$ cat src/rtl/mem_port_arbiter.sv
// Arbiter sharing one single-port memory between instruction fetch (I) and data access (D).
// One access in flight; D has priority, bounded by a streak limit so I cannot starve.
module mem_port_arbiter #(
    parameter int AW         = 32,
    parameter int DW         = 32,
    parameter int MEM_LAT    = 1,
    parameter int MAX_STREAK = 4
) (
    input  logic          CLK,
    input  logic          RST,
    input  logic          i_req,
    input  logic [AW-1:0] i_addr,
    output logic          i_gnt,
    output logic          i_rvalid,
    output logic [DW-1:0] i_rdata,
    input  logic          d_req,
    input  logic          d_we,
    input  logic [AW-1:0] d_addr,
    input  logic [DW-1:0] d_wdata,
    output logic          d_gnt,
    output logic          d_rvalid,
    output logic [DW-1:0] d_rdata,
    output logic          mem_en,
    output logic          mem_we,
    output logic [AW-1:0] mem_addr,
    output logic [DW-1:0] mem_wdata,
    input  logic [DW-1:0] mem_rdata
);

    localparam logic [1:0] S_IDLE  = 2'd0;
    localparam logic [1:0] S_ISSUE = 2'd1;
    localparam logic [1:0] S_WAIT  = 2'd2;
    localparam logic [1:0] S_RESP  = 2'd3;

    localparam int SW = $clog2(MAX_STREAK + 1);
    localparam int CW = (MEM_LAT > 1) ? $clog2(MEM_LAT) : 1;

    logic [1:0]    state;
    logic          owner_d;
    logic          acc_we;
    logic [SW-1:0] streak;
    logic [CW-1:0] wait_cnt;
    logic          pick_d;

    // D wins any contest except when it has already taken MAX_STREAK grants in a row against I.
    always_comb begin
        pick_d = d_req && (!i_req || (streak != SW'(MAX_STREAK)));
    end

    always_ff @(posedge CLK) begin
        if (RST) begin
            state     <= S_IDLE;
            owner_d   <= 1'b0;
            acc_we    <= 1'b0;
            streak    <= '0;
            wait_cnt  <= '0;
            i_gnt     <= 1'b0;
            i_rvalid  <= 1'b0;
            i_rdata   <= '0;
            d_gnt     <= 1'b0;
            d_rvalid  <= 1'b0;
            d_rdata   <= '0;
            mem_en    <= 1'b0;
            mem_we    <= 1'b0;
            mem_addr  <= '0;
            mem_wdata <= '0;
        end else begin
            i_gnt    <= 1'b0;
            d_gnt    <= 1'b0;
            i_rvalid <= 1'b0;
            d_rvalid <= 1'b0;
            mem_en   <= 1'b0;
            mem_we   <= 1'b0;
            case (state)
                S_IDLE: begin
                    if (i_req || d_req) begin
                        owner_d   <= pick_d;
                        acc_we    <= pick_d && d_we;
                        mem_addr  <= pick_d ? d_addr : i_addr;
                        mem_wdata <= pick_d ? d_wdata : '0;
                        mem_en    <= 1'b1;
                        mem_we    <= pick_d && d_we;
                        d_gnt     <= pick_d;
                        i_gnt     <= !pick_d;
                        streak    <= (pick_d && i_req) ? streak + SW'(1) : '0;
                        state     <= S_ISSUE;
                    end
                end
                S_ISSUE: begin
                    wait_cnt <= CW'(MEM_LAT - 1);
                    state    <= S_WAIT;
                end
                S_WAIT: begin
                    if (wait_cnt == '0) begin
                        // Capture straight into the owner's rdata so it holds until its next response.
                        if (owner_d) begin
                            d_rvalid <= 1'b1;
                            d_rdata  <= acc_we ? '0 : mem_rdata;
                        end else begin
                            i_rvalid <= 1'b1;
                            i_rdata  <= mem_rdata;
                        end
                        state <= S_RESP;
                    end else begin
                        wait_cnt <= wait_cnt - CW'(1);
                    end
                end
                S_RESP:  state <= S_IDLE;
                default: state <= S_IDLE;
            endcase
        end
    end

endmodule

$ cat config.mk
export PLATFORM = sky130hd
export DESIGN_NAME = mem_port_arbiter
export DESIGN_NICKNAME = d
export VERILOG_FILES = /design/src/rtl/mem_port_arbiter.sv
export SDC_FILE = /design/constraint.sdc
export NUM_CORES = 1
export LEC_CHECK = 0
export CORE_AREA = 2 2 117 119
export CTS_CLUSTER_SIZE = 10
export DETAILED_ROUTE_END_ITERATION = 10
export DIE_AREA = 0 0 119 121
export PLACE_DENSITY = 0.79
export SLEW_MARGIN = 20
export SYNTH_ARGS = -nofsm -noshare
export SYNTH_HDL_FRONTEND = slang
export SYNTH_SLANG_ARGS = --single-unit
export TNS_END_PERCENT = 30
$ cat constraint.sdc
create_clock -name CLK -period 1.9 [get_ports CLK]
set_input_delay 0.38 -clock CLK [delete_from_list [all_inputs] [get_ports CLK]]
set_output_delay 0.38 -clock CLK [all_outputs]
set_load 0.01 [all_outputs]
Yosys cells after proc, flatten, opt, wreduce, memory -nomap -nowiden. Index checks and enable logic that the tools add are counted.

Add/subtract/negate cells: 2. $mul: 0. Divide/modulo/power cells: 0. Order comparisons: 0. Eq/ne operators: 6. Shift operators: 0. Mux-type cells: 12. Bitwise operators: 5. Reduce and logical (&&, ||, !) cells: 16.

Operator list (count): $mux W32 (3); $pmux W2 S4 (1); $reduce_and A3 Y1 (2); $reduce_or A3 Y1 (2); $not A1 Y1 (5); $eq A2 B2 Y1 const B (2); $mux W1 (4); $mux W2 (2); $ne A2 B2 Y1 const B (2); $reduce_and A2 Y1 (2); $add A3 B1 Y3 const B (1); $logic_and A1 B1 Y1 (3); $mux W3 (1); $ne A3 B3 Y1 const B (1); $eq A2 B1 Y1 const B (1); $logic_not A1 Y1 (2); $logic_not A2 Y1 (1); $logic_or A1 B1 Y1 (2); $pmux W1 S2 (1); $reduce_bool A2 Y1 (1); $reduce_or A2 Y1 (1); $sub A1 B1 Y1 const B (1).

Register bits after elaboration: 142. Bits in latches: 0. Memory bits (writable): 0. Bits in read-only memories: 0. Input port bits: 133. Output and inout port bits: 134. Word-level logic and storage cells: 56. Memories kept: 0.

Logic depth before layout (Yosys ltp).
Word-level depth: 5. Gate-level depth with buffers: 7.

Worst setup path after synthesis. OpenSTA, ideal clock, no wires.

Path kind: reg2reg. From: reg streak[0]. To: reg streak[0]. Library setup time: 0.058 ns. Arrival: 1.638 ns. Slack: 0.203 ns. Stages on the path, launching flop included: 8. Path buffers: 2. Clock period less this slack: 1.697 ns. Path through: dfxtp_1 > inv_1 > ha_1 > and3_4 > buf_6 > nor4b_4 > buf_6 > a31o_1.

Longest elaborated chain between the ends: 5.

RTL lines: start: declaration (RTL line 41) `logic [SW-1:0] streak;`; start signal: assignment (RTL line 85) `streak <= (pick_d && i_req) ? streak + SW'(1) : '0;`; parallel branches: the longest is 4 deep, another holds $add A3 B1 Y3; $mux W3 (*) (RTL line 85).

Every way passes the cells marked *. A chain may end at the register's enable or synchronous reset.

Final worst setup path.
From: reg mem_wdata[0]. To: out mem_wdata[0].

RTL lines: start: declaration (RTL line 26) `output logic [DW-1:0] mem_wdata,`; start signal: assignment (RTL line 80) `mem_wdata <= pick_d ? d_wdata : '0;`.

No word-level cell between the ends.

==> summary by stage <==
Cells and area
The proportion of layout cells with a drive suffix above 1 is 7.04%. The number of antenna diodes in the final layout is 0. The multi-input logic area is slightly below 2000 um^2. For this run, the post-layout net count is 920. Registers take between 2000 and 3000 um^2. The cell area after layout is 8500 um^2. Relative to the synthesized area, the layout overhead comes to 68.6%. The number of filler cells placed in the layout is 1007.

Floorplanning
Once the floorplan was initialized, standard cells occupied between 30 and 40% of the core. The die area is 14400 um^2. The horizontal extent of the die is 119 um. The I/O pin count is ~270.

The overall die height is 121 um. The count of standard-cell rows is 42. After floorplanning, the core was sized to cover 13100 um^2.

Synth
By area, the combinational part of the netlist is dominated by compound AO/OA/AOI/OAI gates. Among all flip-flop cells after synthesis, the most frequent one is sky130_fd_sc_hd__dfxtp_1. The async set-reset flop share out of synthesis is 0%. The share of synthesized cell area in full adder, half adder and majority cells is 0.992%. The area fraction in and, or, nand and nor cells after synthesis is 13.4%. The xor and xnor fraction of the mapped netlist area is 0%. The number of storage elements in the synthesis netlist is 141. The post-synthesis instance total is between 500 and 600. The Yosys step of the flow raised 0 warnings. The synthesized design contains 0 enable-type register cells.

The area of the mapped netlist is 5040 um^2. Summing the areas of all compound-gate instances in the mapped netlist gives 24.5% of the synthesized area. Summed over its instances, the top area cell type makes up 56.0% of the synthesized netlist area.

Sequential elements use a little under three fifths of the synthesized area. The mean instance size in the synthesized netlist is 9.59 um^2. Multiplexer cells account for 0.198% of the synthesized area. The largest area contributor in the synthesized netlist is sky130_fd_sc_hd__dfxtp_1. Yosys attributes the largest share of cell area to sky130_fd_sc_hd__dfxtp_1, sky130_fd_sc_hd__a22o_1, sky130_fd_sc_hd__a311oi_1, sky130_fd_sc_hd__nand2_1, sky130_fd_sc_hd__a21oi_1. The number of distinct library cell variants in the gate-level netlist after synthesis is 31. The number of nets produced by synthesis is about 660.

Setup path
The cell at the slowest stage of the critical path is sky130_fd_sc_hd__clkdlybuf4s50_1. STA puts the critical path data arrival time at 1.32 ns. On the worst path, the slowest cell contributes a delay of 0.57 ns. Along the worst path, the maximum fanout reaches 2.

In this run the number of cells on the critical path is 1. The total buffers and inverters traversed by the critical path is 1. In this run the register-to-register setup slack is 0.24 ns. The number of cells on the worst reg-to-reg path is 6. The worst setup path is of the flop to output port kind. The worst setup path is launched from a flop. In this design, the largest share of critical-path delay is due to buffers and inverters. The nature of the critical path endpoint is an output port.

The data required time at the worst endpoint is 1.52 ns. Traced cell by cell, the critical path runs through clkdlybuf4s50_1.

Timing
The ratio of final minimum period to clock period is 89.5%. Setup violations remaining at the end of the flow were counted as 0. The final hold slack is 0.393 ns. Headroom to the max-slew limit came out at 72.1%. After layout, the worst setup slack is 0.199 ns. The number of endpoints with negative hold slack in the final report is 0.

The maximum clock skew at final layout is 0.00556 ns. Static timing analysis puts the maximum clock frequency at a little under 600 MHz. Setup repair after global routing left no endpoint under its margin.

For the pin with the worst max-slew slack, the measured transition is about 0.41 ns. The time the final worst path needs with I/O delays and setup is 1.70 ns. The number of max-slew violations in the final report is 0.

Detailed routing
The first routing iteration left 405 violations. In the detailed route, the total length drawn on met2 is 8150 um. The routed via count divided by cell count is 5.13.

After detailed routing, no signal wire sits above met4. In the routed design, unresolved DRC markers number 0. The number of vias in the routed layout is approximately 5000. The remaining antenna violation count is 0. The met1 wire length is 6110 um. Wires add up to 15900 um. After detailed routing, the met3 layer carries 1290 um of wire. Before antenna repair, the detailed router went through 4 iterations. In the final routed layout, each cell accounts on average for 16.3 um.

Global routing
The via count of the first global-routing pass is 5014. Across every metal layer, demand over resource in global routing totals 21.7%. The initial antenna violation count is 0. Entering global routing, the biggest net connects 42 pins. The wire length of the first global-routing pass is 24700 um. The global-route congestion overflow total is 0.

Power and ir drop
The analysis attributes to net switching a power of 3.15 mW. Across the VDD grid, the largest voltage drop is a little over 0.6 mV. Dividing total power by cell area gives a power density of 1240 nW/um^2. The clock network fraction of design power is 28.9%.

Net switching is around 30% of the power. The cell internal power dissipation is 7.40 mW. Combinational logic is responsible for about a third of the overall power. The leakage power of the design is 3.12 nW.

Sequential cells account for 37.2% of the total power.

Clocking
Buffers added to address setup during post-CTS repair amount to 0. Clock tree synthesis inserted a total of 17 buffers. The buffer levels on the longest clock path is 2. The clock-pin slew on the worst setup and hold paths is 0.05 ns.

TritonCTS built the clock tree. The number of H-tree levels is 4. The hold buffer count at CTS is 0. Clock tree synthesis selected as its root buffer the cell sky130_fd_sc_hd__clkbuf_16.

The count of clock tree sinks is 141. Post-CTS repair changed the size of 0 cells. The worst-skew pair later-pin latency is 0.41 ns.

Run
The tool flagged a number of max-cap violations equal to 0.

Run status
The run finished with clean final reports.

Hold path
The tightest min-delay check is of the input port to flop type. Counting instances, the worst hold path has a depth of 2.

Placement
The worst slack after detailed placement is -0.0592 ns. The half-perimeter wire length after placement is 11700 um. Once placement finished, the instance area stood at 7950 um^2. Port buffering added ~270 buffers. The routability congestion estimate from global placement is 0.813.
==> path summary, 6_finish.rpt <==
path                  end          from
max          mem_wdata[0]  mem_wdata[0]
min            d_rdata[7]           RST
max reg2reg  mem_addr[22]      state[0]
min reg2reg   i_rdata[13]   i_rdata[13]
==> final cells by class <==
| type | instances | area share [%] |
|---|---|---|
| clock buffers | 27 | 5.80 |
| repair buffers | 289 | 34.2 |
| well taps | 176 | 2.59 |
| inverters | 5 | 0.221 |
| multi-input cells | 329 | 23.4 |
| flip-flops and latches | 141 | 33.2 |
| clock inverters | 5 | 0.677 |
==> synth_stat cells, types with 2 or more instances <==
master and count:
sky130_fd_sc_hd__nand3_1 33, sky130_fd_sc_hd__inv_1 4, sky130_fd_sc_hd__a22o_1 63, sky130_fd_sc_hd__a211oi_1 2, sky130_fd_sc_hd__ha_1 4, sky130_fd_sc_hd__dfxtp_1 141
sky130_fd_sc_hd__clkbuf_1 40, sky130_fd_sc_hd__a311oi_1 32, sky130_fd_sc_hd__o21ai_0 33, sky130_fd_sc_hd__nand2_1 68, sky130_fd_sc_hd__a21oi_1 36, sky130_fd_sc_hd__buf_1 5
sky130_fd_sc_hd__nor3b_1 2, sky130_fd_sc_hd__buf_6 5, sky130_fd_sc_hd__nor3_1 3, sky130_fd_sc_hd__nor2_1 39, sky130_fd_sc_hd__nand4b_1 2
==> power by group through the flow <==
stage | Clock (mW) | Sequential, mW | Combinational, mW
after detailed placement | 0 | 3.97 | 3.59
after global placement | 0 | 3.95 | 3.49
after CTS | 3.12 | 3.92 | 3.61
final | 3.05 | 3.92 | 3.58
after global routing | 3.26 | 3.99 | 3.87
after floorplan | 0 | 4.20 | 1.36
==> logic make-up (layout without fill, tap and decap cells) <==
family / count (synthesis) / count (layout)
simple gates: 153 / 153
mux: 1 / 1
fa+ha+maj: 4 / 4
flops: 141 / 141
compound gates: 171 / 171
buf+inv: 56 / 326
==> sequential cells by signal, indices dropped and copies added (netlist names) <==
signal     flops
acc_we         1
d_gnt          1
d_rdata       32
d_rvalid       1
i_gnt          1
i_rdata       32
i_rvalid       1
mem_addr      32
mem_en         1
mem_wdata     32
mem_we         1
owner_d        1
state          2
streak         3
==> cells in the final DEF (no fill, tap or decap), drive strengths merged, types with 2 or more instances in the layout <==
cell           instances
a211oi                 2
a21oi                 36
a22o                  63
a311oi                32
buf                   24
clkbuf                27
clkdlybuf4s50        265
clkinv                 2
clkinvlp               3
dfxtp                141
ha                     4
inv                    4
nand2                 68
nand3                 33
nand4b                 2
nor2                  39
nor3                   3
nor3b                  2
o21ai                 33
==> layer usage <==
metal | vias up | track usage [%]
met5 | - | 0
met4 | 0 | 8.41
met3 | 24 | 7.10
met2 | 241 | 39.4
met1 | 2307 | 23.2
li1 | 2410 | -
==> metrics by stage <==
step           std cells  TNS (ns)  utilization (%)  power [mW]
6_report             972         0             65.0        10.6
3_5_place_dp         940    -0.237             60.8        7.57
5_1_grt              972         0             65.0        11.1
2_1_floorplan        526         0                -        5.56
3_3_place_gp         940         0             60.8        7.44
4_1_cts              972         0             65.0        10.7
Note: power is estimated with default switching activity, not from simulation.
